**src/rtl/qos_pkg.sv**
```systemverilog
// Shared constants, types and helpers for the weighted round-robin QoS read scheduler.
package qos_pkg;

    localparam int QUEUE_QUANTITY = 4;
    localparam int MAX_WEIGHT     = 64;
    localparam int WW             = $clog2(MAX_WEIGHT);
    localparam int SEL_W          = $clog2(QUEUE_QUANTITY);

    typedef enum logic {
        IDLE  = 1'b0,
        SERVE = 1'b1
    } state_t;

    typedef logic [WW-1:0]    weight_t;
    typedef logic [SEL_W-1:0] sel_t;

    // Successor of a queue index, wrapping to 0 after the last queue.
    function automatic sel_t wrap_inc(input sel_t q);
        return (int'(q) == QUEUE_QUANTITY - 1) ? '0 : sel_t'(int'(q) + 1);
    endfunction

endpackage

```
**src/rtl/qos_scheduler_if.sv**
```systemverilog
// Bus bundle between the scheduler, the VC FIFOs and the output FIFO.
interface qos_scheduler_if;
    import qos_pkg::*;

    logic                             enb;
    logic                             load_weights;
    logic [QUEUE_QUANTITY*WW-1:0]     weights;
    logic [QUEUE_QUANTITY-1:0]        buf_empty;
    logic                             out_almost_full;
    logic                             out_full;
    logic [QUEUE_QUANTITY-1:0]        rd_en;
    sel_t                             selector;
    sel_t                             mux_sel;
    logic                             wr_en_out;
    logic                             idle;

    modport master (
        input  enb, load_weights, weights, buf_empty, out_almost_full, out_full,
        output rd_en, selector, mux_sel, wr_en_out, idle
    );

    modport slave (
        output enb, load_weights, weights, buf_empty, out_almost_full, out_full,
        input  rd_en, selector, mux_sel, wr_en_out, idle
    );

endinterface

```
**src/rtl/qos_scheduler_rotate_prio_enc.sv**
```systemverilog
// Rotating priority encoder: first set request at or after start, wrapping around.
module rotate_prio_enc
    import qos_pkg::*;
(
    input  logic [QUEUE_QUANTITY-1:0] req,
    input  sel_t                      start,
    output logic                      found,
    output sel_t                      idx
);

    sel_t cand;

    always_comb begin
        // NOTE: every variable written here gets a default first, so no latch is inferred.
        found = 1'b0;
        idx   = '0;
        cand  = '0;
        // Scan from farthest to nearest so the candidate closest to start wins.
        for (int k = QUEUE_QUANTITY - 1; k >= 0; k--) begin
            cand = sel_t'((int'(start) + k) % QUEUE_QUANTITY);
            if (req[cand]) begin
                found = 1'b1;
                idx   = cand;
            end
        end
    end

endmodule

```
**src/rtl/qos_scheduler.sv**
```systemverilog
// Weighted round-robin read scheduler sharing one output FIFO among the VC FIFOs.
module qos_scheduler
    import qos_pkg::*;
(
    input  logic            clk,
    input  logic            rst,
    qos_scheduler_if.master bus
);

    state_t                    state_q, state_d;
    sel_t                      sel_q, sel_d;
    sel_t                      last_q, last_d;
    sel_t                      mux_sel_q;
    sel_t                      next_q;
    sel_t                      search_start;
    weight_t                   credit_q, credit_d;
    weight_t                   weight_q [QUEUE_QUANTITY];
    logic [QUEUE_QUANTITY-1:0] eligible;
    logic [QUEUE_QUANTITY-1:0] rd_en;
    logic                      stall;
    logic                      found;
    logic                      wr_en_q;

    always_comb begin
        eligible = '0;
        for (int i = 0; i < QUEUE_QUANTITY; i++)
            eligible[i] = !bus.buf_empty[i] && (weight_q[i] != '0);
    end

    assign stall        = !bus.enb || bus.out_almost_full || bus.out_full;
    assign search_start = wrap_inc(last_q);

    // The queue just served is reached last, after every other candidate.
    rotate_prio_enc u_enc (
        .req   (eligible),
        .start (search_start),
        .found (found),
        .idx   (next_q)
    );

    always_ff @(posedge clk) begin
        // NOTE: registers use non-blocking assignments so every flop samples pre-edge values.
        if (rst) begin
            for (int i = 0; i < QUEUE_QUANTITY; i++)
                weight_q[i] <= weight_t'(1);
        end else if (bus.load_weights) begin
            for (int i = 0; i < QUEUE_QUANTITY; i++)
                weight_q[i] <= bus.weights[i*WW +: WW];
        end
    end

    always_comb begin
        state_d  = state_q;
        sel_d    = sel_q;
        last_d   = last_q;
        credit_d = credit_q;
        rd_en    = '0;
        case (state_q)
            IDLE: begin
                if (!stall && found) begin
                    state_d  = SERVE;
                    sel_d    = next_q;
                    last_d   = next_q;
                    credit_d = weight_q[next_q];
                end
            end
            SERVE: begin
                if (!stall) begin
                    if (!bus.buf_empty[sel_q]) begin
                        rd_en[sel_q] = 1'b1;
                        if (credit_q != '0)
                            credit_d = credit_q - weight_t'(1);
                    end
                    // Turn ends on an empty queue or when the last credit was just spent.
                    if (bus.buf_empty[sel_q] || credit_q <= weight_t'(1)) begin
                        if (found) begin
                            sel_d    = next_q;
                            last_d   = next_q;
                            credit_d = weight_q[next_q];
                        end else begin
                            state_d = IDLE;
                        end
                    end
                end
            end
            default: state_d = IDLE;
        endcase
    end

    always_ff @(posedge clk) begin
        if (rst) begin
            state_q   <= IDLE;
            sel_q     <= '0;
            last_q    <= sel_t'(QUEUE_QUANTITY - 1);
            credit_q  <= '0;
            wr_en_q   <= 1'b0;
            mux_sel_q <= '0;
        end else begin
            state_q   <= state_d;
            sel_q     <= sel_d;
            last_q    <= last_d;
            credit_q  <= credit_d;
            wr_en_q   <= |rd_en;
            mux_sel_q <= sel_q;
        end
    end

    assign bus.rd_en     = rd_en;
    assign bus.selector  = sel_q;
    assign bus.mux_sel   = mux_sel_q;
    assign bus.wr_en_out = wr_en_q;
    assign bus.idle      = (state_q == IDLE) && !wr_en_q;

endmodule

```
**src/flat_wrapper.sv**
```systemverilog
// flat-port wrapper written by rule: the top's interface ports become plain ports
module qos_scheduler_flat import qos_pkg::*;
  (clk, rst, bus_enb, bus_load_weights, bus_weights, bus_buf_empty, bus_out_almost_full, bus_out_full, bus_rd_en, bus_selector, bus_mux_sel, bus_wr_en_out, bus_idle);
  qos_scheduler_if bus_i ();
  input  logic clk;
  input  logic rst;
  input wire logic [$bits(bus_i.enb)-1:0] bus_enb;
  input wire logic [$bits(bus_i.load_weights)-1:0] bus_load_weights;
  input wire logic [$bits(bus_i.weights)-1:0] bus_weights;
  input wire logic [$bits(bus_i.buf_empty)-1:0] bus_buf_empty;
  input wire logic [$bits(bus_i.out_almost_full)-1:0] bus_out_almost_full;
  input wire logic [$bits(bus_i.out_full)-1:0] bus_out_full;
  output wire logic [$bits(bus_i.rd_en)-1:0] bus_rd_en;
  output wire logic [$bits(bus_i.selector)-1:0] bus_selector;
  output wire logic [$bits(bus_i.mux_sel)-1:0] bus_mux_sel;
  output wire logic [$bits(bus_i.wr_en_out)-1:0] bus_wr_en_out;
  output wire logic [$bits(bus_i.idle)-1:0] bus_idle;
  assign bus_i.enb = bus_enb;
  assign bus_i.load_weights = bus_load_weights;
  assign bus_i.weights = bus_weights;
  assign bus_i.buf_empty = bus_buf_empty;
  assign bus_i.out_almost_full = bus_out_almost_full;
  assign bus_i.out_full = bus_out_full;
  assign bus_rd_en = bus_i.rd_en;
  assign bus_selector = bus_i.selector;
  assign bus_mux_sel = bus_i.mux_sel;
  assign bus_wr_en_out = bus_i.wr_en_out;
  assign bus_idle = bus_i.idle;
  qos_scheduler u_core (.clk(clk), .rst(rst), .bus(bus_i));
endmodule
```
**config.mk**
```make
export PLATFORM = sky130hd
export DESIGN_NAME = qos_scheduler_flat
export DESIGN_NICKNAME = d
export VERILOG_FILES = /design/src/rtl/qos_pkg.sv /design/src/rtl/qos_scheduler_if.sv /design/src/rtl/qos_scheduler_rotate_prio_enc.sv /design/src/rtl/qos_scheduler.sv /design/src/flat_wrapper.sv
export SDC_FILE = /design/constraint.sdc
export NUM_CORES = 1
export LEC_CHECK = 0
export BUFFER_PORTS_ARGS = -buffer_cell sky130_fd_sc_hd__buf_2
export CAP_MARGIN = 20
export CORE_UTILIZATION = 59
export DETAILED_ROUTE_END_ITERATION = 16
export PLACE_DENSITY_LB_ADDON = 0.2
export SLEW_MARGIN = 0
export SYNTH_ARGS = -nofsm -noshare
export SYNTH_HDL_FRONTEND = slang
export SYNTH_SLANG_ARGS = --single-unit
```
**constraint.sdc**
```tcl
create_clock -name clk -period 5 [get_ports clk]
set_input_delay 0 -clock clk [delete_from_list [all_inputs] [get_ports clk]]
set_output_delay 0 -clock clk [all_outputs]
set_load 0.02 [all_outputs]
```
==> results of run 1 <==
## layer usage
layer / share of wire / track usage
met1: 0.42 / 0.348
met3: 0.044 / 0.0730
met5: 0 / 0
met4: 0.020 / 0.113
met2: 0.51 / 0.514
## final timing paths
| kind | endpoint | depth (start not counted) | slack (ns) |
|---|---|---|---|
| max reg2reg | u_core.credit_q[3] | 8 | 2.64 |
| max | u_core.credit_q[3] | 8 | 2.64 |
| min reg2reg | u_core.last_q[1] | 1 | 0.48 |
| min | u_core.weight_q[2][2] | 2 | 0.0004 |
## critical path: stages (launching register included)
cell,delay (ns)
dfxtp_1,0.34
ha_1,0.44
nand2b_1,0.11
a211o_1,0.24
o211a_2,0.15
o22ai_4,0.32
mux2_1,0.37
a31oi_1,0.17
a311oi_1,0.10
## power by group
part	leakage, nW	total [mW]	switching (mW)	internal, mW
combinational	0.649	0.154	0.0793	0.0745
clock	0.0416	0.207	0.111	0.0954
sequential	0.366	0.375	0.0190	0.356
total	1.06	0.735	0.210	0.526
## stage by stage
stage / hold WS, ns / total power, mW / setup slack, ns
2_1_floorplan: 0.178 / 0.479 / 2.84
3_3_place_gp: 0.257 / 0.512 / 2.75
3_5_place_dp: 0.266 / 0.516 / 2.66
4_1_cts: 0.00149 / 0.731 / 2.65
5_1_grt: 0.00489 / 0.766 / 2.50
6_report: 0.000407 / 0.735 / 2.64
## state kept, by name, indices dropped and copies added (netlist names)
signal	flops
u_core.weight_q	24
u_core.credit_q	6
u_core.bus.mux_sel	2
u_core.bus.selector	2
u_core.last_q	2
u_core.bus.wr_en_out	1
u_core.state_q	1
## cell type report
type / count / area, µm²
clock inverter: 3 / 16.3
inverter: 3 / 11.3
fill: 221 / 723
clock buffer: 5 / 68.8
tap: 46 / 57.6
sequential: 38 / 1000
multi-input combinational: 148 / 1130
timing repair buffer: 65 / 433
## cells in the mapped netlist, drive strengths merged, types with 2 or more instances
| master | number |
|---|---|
| mux2i | 4 |
| nor4 | 9 |
| ha | 4 |
| or2 | 4 |
| nand3 | 2 |
| mux2 | 3 |
| buf | 2 |
| a211o | 3 |
| a21oi | 15 |
| mux4 | 4 |
| inv | 3 |
| or3 | 2 |
| nor2 | 21 |
| o41ai | 2 |
| edfxtp | 24 |
| dfxtp | 14 |
| nand2 | 9 |
| a31o | 2 |
| clkbuf | 4 |
| nand3b | 3 |
| nand2b | 8 |
| nor2b | 3 |
| o21ai | 6 |
| o211ai | 2 |
| a31oi | 4 |
| nor3 | 2 |
| and2 | 20 |
## logic make-up (layout without fill, tap and decap cells)
group,count (synthesis),after routing,synth area share
multiplexers,11,11,0.0752
flip-flops,38,38,0.459
XOR/XNOR,1,1,0.00402
adder cells (fa/ha/maj),4,4,0.0229
AND/OR/NAND/NOR,88,88,0.247
buffers and inverters,9,76,0.0224
AO/OA/AOI/OAI,44,44,0.170
==> impl_metrics.tcl, run 1 <==
set metrics [dict create \
    status "complete, no violations" \
    rows 21 \
    cts_hold_buffers 21 \
    syn-num-nets 233 \
    min_from "bus_weights[14]" \
    synth_seq_cells 38 \
    cts-buffers-inserted 5 \
    ys_types 55 \
    hold_viol 0 \
    clk_path_buf_depth 2 \
    fin_crit_sh 0.471 \
    relSlewSlack 0.569 \
    layout_commonest_cell "buf_2" \
    crit_start "u_core.last_q[0]" \
    mostFrequentLayoutCells "buf_2 (43), edfxtp_1 (24), nor2_1 (21), dlygate4sd3_1 (21), and2_1 (20)" \
    hpwl_um 3230 \
    cts_tree "built" \
    insertion_delay_ns 0.29 \
    drive_gt1_frac 0.324 \
    cp-end-kind "register" \
    dpl_cell_area_mm2 0.00242 \
    synth-async-reset-ratio 0 \
    antenna_left 0 \
    yosys_warnings 0 \
    start_util 0.634 \
    cts_resized 0 \
    leakage_nw 1.06 \
    grt_pass1_vias 1803 \
    cts_setup_buffers 0 \
    grtUsageTotal 0.295 \
    cts_root_buf "clkbuf_8" \
    cts_htree_levels 2 \
    syn_to_final_growth_pct 24.7 \
    routed_via_density 5.75 \
    yosys.area.top_type_share 0.330 \
    grt_pass1_wl_um 8730 \
    portBuffers 43 \
    design_area_mm2 0.00272 \
    placedCellCount 278 \
    antenna_found_initial 0 \
    setup_tns_ns 0 \
    vias 1772 \
    dr.pass1.iters 4 \
    final_nets 299 \
    numClockSinks 38 \
    synth.area.top_cells "edfxtp_1 (33%), dfxtp_1 (13%), and2_1 (5.7%), mux4_2 (4.1%), nor2_1 (3.6%)" \
    rsz0062_at_grt "false" \
    skew_ns 0.00434 \
    synth_edf_count 24 \
    r2r_start "u_core.last_q[0]" \
    ys_seq_area_frac 0.459 \
    synth_area_leader_cell "edfxtp_1" \
    drc 0 \
    worstMarginPinSlew_ns 0.646 \
    fmax_mhz 424 \
    globalplace.congestion 0.964 \
    timing_max_transition_violations_final 0 \
    finalCriticalPeriod_ns 2.36 \
    die_h_um 62.8 \
    cp_max_fo 10 \
    cap_violations 0 \
    path_class "register to register" \
    synthCells 195 \
    synth_ff_type "edfxtp_1" \
    arrival_ns 2.53 \
    ir_drop_uv 253 \
    num_antenna_cells 0 \
    dieArea_mm2 0.00394 \
    ios 44 \
    syn_area_per_cell_um2 11.2 \
    instances_no_fill 308 \
    crit_required_ns 5.17 \
    wl_per_cell_um 16.8 \
    cts.clk_slew.worst_paths_ns 0.08 \
    setup_violations 0 \
    holdCritPathClass "input pin to register" \
    chipWidth_um 62.8 \
    utilization 0.790 \
    cp-start-kind "register" \
    netlist_area_mm2 0.00218 \
    drt_iter0_drc 141 \
    gr-total-overflow 0 \
    power_density_mw_per_mm2 270 \
    totalWireLength_um 5160 \
    core_area_mm2 0.00344 \
    grt_max_degree 25 \
]
No activity file was read; power rests on OpenSTA's default activity.
==> inputs of run 2 (changes only) <==
--- a/config.mk
+++ b/config.mk
@@ -5,9 +5,10 @@
 export SDC_FILE = /design/constraint.sdc
 export NUM_CORES = 1
 export LEC_CHECK = 0
+export ABC_AREA = 1
 export BUFFER_PORTS_ARGS = -buffer_cell sky130_fd_sc_hd__buf_2
 export CAP_MARGIN = 20
-export CORE_UTILIZATION = 59
+export CORE_UTILIZATION = 55
 export DETAILED_ROUTE_END_ITERATION = 16
 export PLACE_DENSITY_LB_ADDON = 0.2
 export SLEW_MARGIN = 0
==> constraint.sdc (replaced) <==
create_clock -name clk -period 2.3 [get_ports clk]
set_input_delay 0 -clock clk [delete_from_list [all_inputs] [get_ports clk]]
set_output_delay 0 -clock clk [all_outputs]
set_load 0.02 [all_outputs]
==> impl_metrics.tcl, run 2 <==
set metrics [dict create \
    status "complete, no violations" \
    antenna_left 0 \
    cp_max_fo 12 \
    mostFrequentLayoutCells "inv_1 (54), nand2_1 (50), nor2_1 (46), buf_2 (43), nand3_1 (39)" \
    worstMarginPinSlew_ns 0.698 \
    num_antenna_cells 0 \
    routed_via_density 5.00 \
    ys_seq_area_frac 0.437 \
    hold_viol 0 \
    synthCells 301 \
    vias 2020 \
    cts_htree_levels 2 \
    clk_path_buf_depth 2 \
    setup_violations 0 \
    totalWireLength_um 4740 \
    cts.clk_slew.worst_paths_ns 0.07 \
    crit_required_ns 2.48 \
    fin_crit_sh 0.911 \
    die_h_um 66.5 \
    drive_gt1_frac 0.223 \
    globalplace.congestion 0.898 \
    drt_iter0_drc 96 \
    holdCritPathClass "input pin to register" \
    drc 0 \
    power_density_mw_per_mm2 678 \
    r2r_start "u_core.last_q[0]" \
    synth_seq_cells 38 \
    portBuffers 43 \
    insertion_delay_ns 0.29 \
    netlist_area_mm2 0.00229 \
    min_from "bus_weights[11]" \
    cts_tree "built" \
    finalCriticalPeriod_ns 2.10 \
    arrival_ns 2.28 \
    crit_start "u_core.last_q[0]" \
    cp-start-kind "register" \
    timing.rr.end "u_core.credit_q[4]" \
    wl_per_cell_um 11.7 \
    top_regs "u_core.weight_q: 24 flops, u_core.credit_q: 6 flops" \
    synth_area_leader_cell "edfxtp_1" \
    path_class "register to register" \
    cp-end-kind "register" \
    synth_ff_type "edfxtp_1" \
    instances_no_fill 404 \
    synth-async-reset-ratio 0 \
    regToRegSetupSlack_ns 0.20 \
    cts_root_buf "clkbuf_8" \
    largest_reg_flops 24 \
    syn_to_final_growth_pct 19.5 \
    synth_edf_count 24 \
    grt_pass1_vias 1788 \
    start_util 0.572 \
    dr.pass1.iters 4 \
    syn-num-nets 339 \
    placedCellCount 389 \
    skew_ns 0.00545 \
    numClockSinks 38 \
    dieArea_mm2 0.00442 \
    grt_pass1_wl_um 7770 \
    gr-total-overflow 0 \
    rr_worst_depth 11 \
    layout_commonest_cell "inv_1" \
    leakage_nw 1.38 \
    core_area_mm2 0.00400 \
    grt_max_degree 25 \
    crit_path_end "u_core.credit_q[4]" \
    yosys.area.top_type_share 0.315 \
    cap_violations 0 \
    antenna_found_initial 0 \
    cts_setup_buffers 0 \
    ir_drop_uv 453 \
    chipWidth_um 66.5 \
    relSlewSlack 0.534 \
    syn_area_per_cell_um2 7.60 \
    rsz0062_at_grt "false" \
    fmax_mhz 477 \
    cts-buffers-inserted 5 \
    rows 23 \
    timing_max_transition_violations_final 0 \
    final_nets 391 \
    grtUsageTotal 0.241 \
    ys_types 29 \
    ios 44 \
    synth.most_common_cell "inv_1" \
    synth.area.top_cells "edfxtp_1 (31%), dfxtp_1 (12%), inv_1 (8.9%), nand3_1 (8.5%), nand2_1 (8.2%)" \
    yosys_warnings 0 \
    hpwl_um 3680 \
    setup_tns_ns 0 \
    synthTopCellsByCount "inv_1 (54), nand2_1 (50), nor2_1 (46)" \
    top_register "u_core.weight_q" \
]
run 2: cell count changes after synthesis, sizes merged, moves of 4 or more:
cell	previous run	this run
a31oi	4	0
mux4	4	0
mux2i	4	0
and2	20	1
nand4	0	5
nand2b	8	0
nor4	9	0
o21ai	6	15
nand2	9	59
nand3	2	43
inv	3	58
nor2	21	47
run 2: metal layers:
layer	vias up	share of wire	track usage
li1	1053	-	-
met1	899	0.45	0.295
met2	59	0.49	0.421
met3	9	0.041	0.0462
met4	0	0.015	0.0878
met5	-	0	0
run 2: layout make-up:
type | count | area [µm²]
Fill cell | 365 | 1270
Clock buffer | 5 | 68.8
Multi-Input combinational cell | 199 | 1020
Timing Repair Buffer | 51 | 293
Sequential cell | 38 | 1000
Tap cell | 50 | 62.6
Clock inverter | 3 | 63.8
Inverter | 58 | 220
run 2: cell families after synthesis:
family / count (synthesis) / synth area share
and+or+nand+nor: 164 / 0.342
buffers and inverters: 64 / 0.115
DFF: 38 / 0.437
AOI/OAI and AO/OA: 28 / 0.0689
adders and majority gates: 4 / 0.0219
xor gates and xnor gates: 3 / 0.0148
run 2: how the worst min path moves through the flow:
stage	endpoint	slack, ns	cells past startpoint
after global routing	u_core.weight_q[2][3]	0.008	3
final	u_core.weight_q[1][5]	0.002	3
after CTS	u_core.weight_q[1][4]	0.0002	3
after floorplan	u_core.weight_q[0][0]	0.18	1
after detailed placement	u_core.weight_q[1][0]	0.26	2
after global placement	u_core.weight_q[0][0]	0.26	2
run 2: where the power goes:
group	switching, mW	internal [mW]	total [mW]	leakage [nW]
clock	0.232	0.429	0.661	0.0658
combinational	0.238	0.146	0.384	0.947
sequential	0.0339	0.775	0.809	0.367
run 2: through the flow:
stage          worst slack, ns  power (mW)  area (µm²)  hold WS, ns  utilization
2_1_floorplan            0.368        1.11        2290        0.181            -
3_3_place_gp             0.257        1.19        2530        0.259        0.632
3_5_place_dp             0.189        1.20        2530        0.262        0.632
4_1_cts                  0.179        1.86        2730     0.000154        0.683
5_1_grt                 0.0272        1.95        2730      0.00788        0.683
6_report                 0.205        1.85        2730      0.00240        0.683
run 2: worst max-delay path, cell delays in order, from the launching register on:
cell and delay [ns]:
dfxtp_1 0.35, ha_1 0.24, nor2_4 0.19, inv_2 0.11, nand3_2 0.10, and2_4 0.16
nand3_4 0.07, or2_4 0.26, nand2_2 0.09, nand2_2 0.13, o21ai_0 0.25, a21oi_2 0.04
run 2: timing repair:
item	in CTS	in global routing
hold buffers	7	0
endpoints found under the setup margin	0	3
resized for setup	0	1
endpoints found under the hold margin	10	0
